==> src/rtl/instr_fetch_unit.sv <==
// RV32I instruction fetch front end: holds the PC, fetches one word at a time from
// instruction memory and hands it to the decoder over a valid/ready handshake.
module instr_fetch_unit #(
    parameter logic [31:0] RESET_VECTOR = 32'h0000_0000,
    parameter int unsigned TIMEOUT      = 16
) (
    input  logic        clk,
    input  logic        rst,
    output logic        imem_req,
    output logic [31:0] imem_addr,
    input  logic        imem_rvalid,
    input  logic [31:0] imem_rdata,
    output logic [31:0] instr,
    output logic [6:0]  op,
    output logic [31:0] pc,
    output logic [31:0] pcplus4,
    output logic        instr_valid,
    input  logic        instr_ready,
    input  logic        redirect,
    input  logic [31:0] pctarget,
    output logic        fetch_err,
    output logic        misalign
);

    typedef enum logic [1:0] {
        S_FETCH = 2'd0,
        S_WAIT  = 2'd1,
        S_HOLD  = 2'd2
    } state_t;

    localparam logic [31:0] NOP      = 32'h0000_0013;
    localparam logic [7:0]  CNT_LAST = 8'(TIMEOUT - 1);

    state_t      state;
    logic [31:0] pc_q;
    logic [31:0] instr_q;
    logic [7:0]  cnt;
    logic        discard;

    logic [31:0] target_aligned;
    logic        target_misaligned;

    assign target_aligned    = {pctarget[31:2], 2'b00};
    assign target_misaligned = |pctarget[1:0];

    // NOTE: all state below uses non-blocking assignments so every register samples
    // the pre-edge values of its peers; blocking here would make results order-dependent.
    always_ff @(posedge clk) begin
        if (rst) begin
            state     <= S_FETCH;
            pc_q      <= {RESET_VECTOR[31:2], 2'b00};
            instr_q   <= NOP;
            cnt       <= '0;
            discard   <= 1'b0;
            fetch_err <= 1'b0;
            misalign  <= 1'b0;
        end else begin
            misalign <= 1'b0;
            case (state)
                S_FETCH: begin
                    cnt   <= '0;
                    state <= S_WAIT;
                    // The request leaving this cycle is for the old PC; mark it stale.
                    if (redirect) begin
                        pc_q     <= target_aligned;
                        discard  <= 1'b1;
                        misalign <= target_misaligned;
                    end
                end

                S_WAIT: begin
                    cnt <= cnt + 8'd1;
                    if (redirect) begin
                        pc_q     <= target_aligned;
                        misalign <= target_misaligned;
                    end
                    if (imem_rvalid) begin
                        discard <= 1'b0;
                        if (redirect || discard) begin
                            state <= S_FETCH;
                        end else begin
                            instr_q <= imem_rdata;
                            state   <= S_HOLD;
                        end
                    end else if (cnt == CNT_LAST) begin
                        // Memory will never answer the abandoned request, so nothing is left to drop.
                        fetch_err <= 1'b1;
                        discard   <= 1'b0;
                        state     <= S_FETCH;
                    end else if (redirect) begin
                        discard <= 1'b1;
                    end
                end

                S_HOLD: begin
                    if (instr_ready) begin
                        pc_q     <= redirect ? target_aligned : pc_q + 32'd4;
                        misalign <= redirect & target_misaligned;
                        state    <= S_FETCH;
                    end
                end

                default: state <= S_FETCH;
            endcase
        end
    end

    assign imem_req    = (state == S_FETCH) & ~rst;
    assign instr_valid = (state == S_HOLD) & ~rst;
    assign imem_addr   = pc_q;
    assign pc          = pc_q;
    assign pcplus4     = pc_q + 32'd4;
    assign instr       = instr_q;
    assign op          = instr_q[6:0];

endmodule

==> config.mk <==
export PLATFORM = sky130hd
export DESIGN_NAME = instr_fetch_unit
export DESIGN_NICKNAME = d
export VERILOG_FILES = /design/src/rtl/instr_fetch_unit.sv
export SDC_FILE = /design/constraint.sdc
export NUM_CORES = 1
export LEC_CHECK = 0
export ABC_AREA = 1
export BUFFER_PORTS_ARGS = -buffer_cell sky130_fd_sc_hd__buf_4
export CAP_MARGIN = 15
export CORE_ASPECT_RATIO = 1.25
export CORE_UTILIZATION = 40
export CTS_BUF_LIST = sky130_fd_sc_hd__clkbuf_4 sky130_fd_sc_hd__clkbuf_8
export DETAILED_ROUTE_END_ITERATION = 12
export PLACE_DENSITY = 0.74
export SLEW_MARGIN = 10
export SYNTH_ARGS = -nofsm -noshare
export SYNTH_HDL_FRONTEND = slang
export SYNTH_SLANG_ARGS = --single-unit
==> constraint.sdc <==
create_clock -name clk -period 3.2 [get_ports clk]
set_input_delay 0.8 -clock clk [delete_from_list [all_inputs] [get_ports clk]]
set_output_delay 0.8 -clock clk [all_outputs]
set_load 0.01 [all_outputs]
Word-level counts from Yosys, hierarchy flattened
Cells that the tools add are included.
- $add $sub $neg: 2
- eq/ne operators: 6
- multiplexer cells: 17
- bitwise logic cells: 6
- reductions and logical operators: 10
- operator list (operator ; number):
    $mux W32 ; 3
    $pmux W32 S2 ; 1
    $add A32 B3 Y32 const B ; 1
    $pmux W8 S2 ; 1
    $reduce_and A3 Y1 ; 3
    $add A8 B1 Y8 const B ; 1
    $eq A8 B4 Y1 const B ; 1
    $mux W2 ; 4
    $pmux W2 S3 ; 1
    $mux W1 ; 5
    $pmux W1 S2 ; 2
    $reduce_bool A2 Y1 ; 2
    $reduce_or A2 Y1 ; 2
    $and A1 B1 Y1 ; 3
    $ne A3 B3 Y1 const B ; 1
    $not A1 Y1 ; 3
    $eq A2 B1 Y1 const B ; 1
    $eq A2 B2 Y1 const B ; 1
    $logic_not A2 Y1 ; 1
    $ne A2 B1 Y1 const B ; 1
    $ne A2 B2 Y1 const B ; 1
    $reduce_and A2 Y1 ; 1
    $logic_or A1 B1 Y1 ; 1
- register bits: 77
- bits of input ports: 69
- output and inout bits: 139
- word-level logic and storage cells: 48

Longest topological paths before layout
Gate-level depths: netlist (run 1).
- depth in word-level cells: 4
- depth in mapped cells: 10
- gate-level depth less buffers: 10

Worst setup path after synthesis (run 1)
No wires, ideal clock.
- path kind: reg2out
- from: register pc_q[2], in the netlist imem_addr[2]
- to: output pcplus4[14]
- arrival: 1.381 ns
- required time: 2.400 ns
- path slack: 1.019 ns
- stages on the path, launching flop included: 7
- path buffers: 0
- path through: dfxtp_1 > ha_1 > nand2_1 > nor2_4 > nand2_2 > nor2_2 > xor2_1
- longest elaborated chain between the ends: 1
- ends and longest elaborated chain (item ; line ; text):
    start: declaration ; 35 ; logic [31:0] pc_q;
    start signal: assignment ; 51 ; pc_q <= {RESET_VECTOR[31:2], 2'b00};
    start signal: assignment ; 65 ; pc_q <= target_aligned;
    start signal: assignment ; 74 ; pc_q <= target_aligned;
    $add A32 B3 Y32 ; 112 ; assign pcplus4 = pc_q + 32'd4;
    end: declaration ; 16 ; output logic [31:0] pcplus4,
Every way passes these cells.

Worst setup path in the final report (run 1)
Ends and elaborated chain as after synthesis.

==> results of run 1 <==
layout by cell type, fill, tap and decap left out, types with 7 or more instances in the layout:
master,n
nor2_1,109
nor3_1,8
clkbuf_8,9
xor2_1,7
dfxtp_1,75
a21oi_1,31
nand3b_1,7
inv_1,48
nor2_4,8
nand3_1,15
buf_4,206
o21ai_0,56
nand2_1,168
cell usage after synthesis:
library cell,count
nand2_1,168
nor2_1,109
dfxtp_1,75
o21ai_0,56
inv_1,48
buf_4,43
a21oi_1,31
clkbuf_1,17
nand3_1,15
nor2_4,8
nor3_1,8
buf_2,7
nand3b_1,7
xor2_1,7
a31oi_1,6
o21ai_1,6
nor2_2,4
xnor2_1,4
xor2_2,4
and2_1,3
inv_2,3
ha_1,2
nand2_2,2
a211oi_1,1
a21oi_2,1
buf_1,1
conb_1,1
mux2i_1,1
nand2_4,1
nand4_1,1
nor4_1,1
o211ai_1,1
sequential cells by signal (all words and copies together), names as in the netlist:
register,count
cnt,8
imem_addr,30
state,2
instr,32
misalign,1
discard,1
fetch_err,1
worst max-delay path: stages (launching register included):
cell and delay, ns:
dfxtp_1 0.43, ha_1 0.21, nand2_1 0.10, nor2_4 0.14, nand2_2 0.14, nor2_2 0.17
xor2_1 0.27, buf_4 0.17
power by group through the flow:
| stage | logic [W] | registers (W) | clock network [W] |
|---|---|---|---|
| CTS | 0.000516 | 0.00106 | 0.000765 |
| global route | 0.000565 | 0.00107 | 0.000797 |
| finish | 0.000513 | 0.00106 | 0.000736 |
| detailed placement | 0.000514 | 0.00108 | 0 |
| floorplan | 0.000262 | 0.00109 | 0 |
| global placement | 0.000509 | 0.00108 | 0 |
layout make-up:
class / instances / area share [%]
Clock buffer: 9 / 2.16
Clock inverter: 7 / 1.35
Inverter: 51 / 3.34
Multi-Input combinational cell: 453 / 37.2
Sequential cell: 75 / 26.2
Tap cell: 129 / 2.82
Timing Repair Buffer: 206 / 27.0
cells by family after synthesis:
family	after synthesis	share of synthesized area (%)
other	1	0.0888
XOR/XNOR	15	3.82
buffers and inverters	119	14.6
multiplexers	1	0.237
AO/OA/AOI/OAI	102	12.5
adder cells (fa/ha/maj)	2	0.592
AND/OR/NAND/NOR	327	32.6
flip-flops	75	35.6
through the flow:
step	instances	power (W)	worst slack, ns
after floorplan	647	0.00135	1.02
after global placement	914	0.00159	0.867
after detailed placement	914	0.00160	0.780
after CTS	930	0.00234	0.374
after global routing	930	0.00243	0.240
final	930	0.00231	0.420
how the worst max path moves through the flow:
stage	startpoint	cells past startpoint	end
global route	imem_addr[2]	9	pcplus4[22]
CTS	imem_addr[2]	7	pcplus4[14]
floorplan	imem_addr[2]	6	pcplus4[14]
global placement	imem_addr[2]	7	pcplus4[14]
finish	imem_addr[2]	7	pcplus4[14]
detailed placement	imem_addr[2]	7	pcplus4[14]
metal layers:
layer,vias up,track usage (%),wire [µm]
li1,2272,-,-
met1,2032,24.1,4840
met2,184,41.4,6450
met3,14,4.52,916
met4,0,10.6,183
met5,-,0,0
==> results.json, run 1 <==
{
  "status": "finished, final reports clean",
  "avgSynthCellArea_um2": 6.58,
  "r2r_cells": 8,
  "finalCoreUtilization_pct": 56.4,
  "worst_setup_path_start_kind": "flop",
  "coreArea_um2": 10200,
  "worstPathRequired_ns": 2.40,
  "reg2reg_to": "imem_addr[4]",
  "powerDensity_nw_per_um2": 403,
  "cts_resized": 0,
  "r2r_setup_slack_ns": 1.16,
  "clockPowerShare_pct": 31.8,
  "min_from": "fetch_err",
  "rows": 41,
  "die-area_um2": 11000,
  "ys_ff_latch": 75,
  "post-synth-top-area-cell": "dfxtp_1",
  "grt_max_degree": 61,
  "cts_root_buf": "clkbuf_8",
  "fmax_mhz": 360,
  "slew-limit-headroom_pct": 62.6,
  "setup_viol": 0,
  "antenna_found_initial": 0,
  "cts_buffers": 9,
  "grt_pass1_vias": 4193,
  "finalCritPeriodShare_pct": 86.9,
  "intPower_w": 0.00161,
  "p_leak_nw": 2.80,
  "finalHoldViolCount": 0,
  "power_switching_w": 0.000697,
  "tightest_slew_ns": 0.561,
  "synth_top_area_share_pct": 35.6,
  "whs_path_depth": 2,
  "drv_cap": 0,
  "post-route-drc-count": 0,
  "cp_max_fo": 6,
  "holdWs_ns": 0.485,
  "drt_first_pass_iters": 4,
  "ant_nets": 0,
  "place_area_um2": 5530,
  "slew_violations": 0,
  "synth_seq_area_share_pct": 35.6,
  "dp_hpwl_mm": 9.18,
  "seqCellArea_um2": 1500,
  "io_buffers": 201,
  "grt_pass1_wl_mm": 19.2,
  "cts_tree": "built",
  "fillers": 981,
  "multi_input_area_um2": 2130,
  "criticalPathCategory": "flop to output port",
  "holdCritPathClass": "flop to flop",
  "ctsHoldBuffers": 0,
  "arrival_ns": 1.98,
  "clk_pin_slew_ns": 0.08,
  "netlist_instances": 642,
  "hold_path_end": "fetch_err",
  "r2r-start": "state[1]",
  "clkSinkCount": 75,
  "final_nets": 867,
  "num_vias": 4502,
  "finalWeightedCongestion": 0.888,
  "end_kind": "output port",
  "overflow": 0,
  "via_per_inst": 4.84,
  "rsz0062_at_grt": "no",
  "area_delta_synth_final_pct": 35.8,
  "final_layout_size_suffix_gt1_share_pct": 30.6,
  "initial_utilization_pct": 41.6,
  "ys_top_cells_by_area": "dfxtp_1 (36%), nand2_1 (15%), nor2_1 (9.7%)",
  "n_antenna_cell": 0,
  "wire_per_inst_um": 13.3,
  "yosysWarnings": 0,
  "die_w_um": 93.9,
  "swShare_pct": 30.1,
  "setup-tns-final_ns": 0,
  "ioPinCount": 208,
  "grtUsageTotal_pct": 22.3,
  "peakVddDrop_mv": 0.216,
  "seqPwrFrac_pct": 46.0,
  "htree_levels": 3,
  "skew_ns": 0.00831,
  "clock_latency_ns": 0.35,
  "synth_area_um2": 4220,
  "cts_setup_buffers": 0,
  "drt-total-wl_mm": 12.4,
  "comb_power_share_pct": 22.2,
  "die_h_um": 117,
  "dr.first_iter.drc_count": 124,
  "fin_area_um2": 5730,
  "synth_cell_types": 32,
  "clockBufferDepth": 2,
  "fin_crit_ns": 2.78
}
No activity file was read; power rests on OpenSTA's default activity.
==> run 2, diff against run 1 <==
--- a/config.mk
+++ b/config.mk
@@ -12,7 +12,7 @@
 export CORE_UTILIZATION = 40
 export CTS_BUF_LIST = sky130_fd_sc_hd__clkbuf_4 sky130_fd_sc_hd__clkbuf_8
 export DETAILED_ROUTE_END_ITERATION = 12
-export PLACE_DENSITY = 0.74
+export PLACE_DENSITY = 0.83
 export SLEW_MARGIN = 10
 export SYNTH_ARGS = -nofsm -noshare
 export SYNTH_HDL_FRONTEND = slang
==> results.json, run 2 (synthesis results as in run 1) <==
{
  "ctsHoldBuffers": 0,
  "cts_buffers": 9,
  "rsz0062_at_grt": "no",
  "end_kind": "output port",
  "holdWs_ns": 0.479,
  "seqPwrFrac_pct": 45.2,
  "layout_common_cells": "buf_4 (207), nand2_1 (168), nor2_1 (109), dfxtp_1 (75), o21ai_0 (56)",
  "area_delta_synth_final_pct": 36.1,
  "via_per_inst": 4.80,
  "final_layout_size_suffix_gt1_share_pct": 30.7,
  "ioPinCount": 208,
  "largest_reg_flops": 32,
  "post-route-drc-count": 0,
  "n_antenna_cell": 0,
  "status": "finished, final reports clean",
  "totalPowerFinal_w": 0.00235,
  "die_w_um": 93.9,
  "initial_utilization_pct": 41.6,
  "tightest_slew_ns": 0.583,
  "place_area_um2": 5540,
  "coreArea_um2": 10200,
  "clock_latency_ns": 0.36,
  "fmax_mhz": 364,
  "worstPathRequired_ns": 2.40,
  "antenna_found_initial": 0,
  "wire_per_inst_um": 12.9,
  "fin_crit_ns": 2.75,
  "intPower_w": 0.00164,
  "dr.first_iter.drc_count": 165,
  "finalHoldViolCount": 0,
  "cts_tree": "built",
  "clockBufferDepth": 2,
  "drt-total-wl_mm": 12.0,
  "cts_setup_buffers": 0,
  "ant_nets": 0,
  "clkSinkCount": 75,
  "grt_pass1_wl_mm": 18.5,
  "die-area_um2": 11000,
  "finalCritPeriodShare_pct": 85.8,
  "setup_viol": 0,
  "min_from": "cnt[2]",
  "clk_pin_slew_ns": 0.09,
  "io_buffers": 201,
  "rows": 41,
  "grtUsageTotal_pct": 21.5,
  "powerDensity_nw_per_um2": 408,
  "grt_pass1_vias": 3944,
  "layout_commonest_cell": "buf_4",
  "htree_levels": 3,
  "overflow": 0,
  "worst_setup_path_start_kind": "flop",
  "arrival_ns": 1.95,
  "slew-limit-headroom_pct": 61.1,
  "peakVddDrop_mv": 0.219,
  "p_leak_nw": 2.81,
  "setup-tns-final_ns": 0,
  "clockPowerShare_pct": 33.0,
  "fin_area_um2": 5750,
  "drv_cap": 0,
  "holdCritPathClass": "flop to flop",
  "comb_power_share_pct": 21.8,
  "dp_hpwl_mm": 9.05,
  "power_switching_w": 0.000708,
  "finalCoreUtilization_pct": 56.6,
  "worstSetupStartpoint": "imem_addr[2]",
  "cts_resized": 0,
  "cp_max_fo": 6,
  "finalWeightedCongestion": 0.932,
  "die_h_um": 117,
  "skew_ns": 0.00697,
  "num_vias": 4473,
  "slew_violations": 0,
  "r2r-start": "state[1]",
  "cts_root_buf": "clkbuf_8",
  "criticalPathCategory": "flop to output port",
  "final_nets": 868,
  "grt_max_degree": 40,
  "drt_first_pass_iters": 4,
  "swShare_pct": 30.2
}
run 2: worst paths after layout:
| path | endpoint | slack, ns | depth (start not counted) |
|---|---|---|---|
| max | pcplus4[14] | 0.45 | 7 |
| min reg2reg | cnt[2] | 0.48 | 1 |
| min | cnt[2] | 0.48 | 1 |
| max reg2reg | imem_addr[14] | 1.09 | 7 |
run 2: power by group through the flow:
stage	Clock [W]	Sequential (W)	Combinational, W
floorplan	0	0.00109	0.000262
global placement	0	0.00108	0.000509
detailed placement	0	0.00108	0.000514
CTS	0.000801	0.00106	0.000516
global route	0.000837	0.00107	0.000564
finish	0.000775	0.00106	0.000513
run 2: layer usage:
layer  wire, µm  vias to the layer above  global-route usage (%)
met5          0                        -                       0
met4        301                        0                    9.54
met3        877                       23                    5.49
met2       5950                      167                    37.2
met1       4910                     2009                    24.9
li1           -                     2274                       -
run 2: area by class of cell:
type | instances | area (µm²)
fill | 1008 | 4410
inverter | 51 | 191
multi-input combinational | 453 | 2130
clock buffer | 10 | 138
timing repair buffer | 207 | 1550
clock inverter | 6 | 72.6
tap | 129 | 161
sequential | 75 | 1500
run 2: worst max-delay path: stages, from the launching register on:
cell and delay, ns:
dfxtp_1 0.41, ha_1 0.20, nand2_1 0.09, nor2_4 0.15, nand2_2 0.15, nor2_2 0.19, xor2_1 0.23, buf_4 0.16
run 2: per-stage QoR:
stage                     cells  worst slack [ns]
after floorplan             647              1.02
after global placement      915             0.889
after detailed placement    915             0.860
after CTS                   931             0.447
after global routing        931             0.331
final                       931             0.454
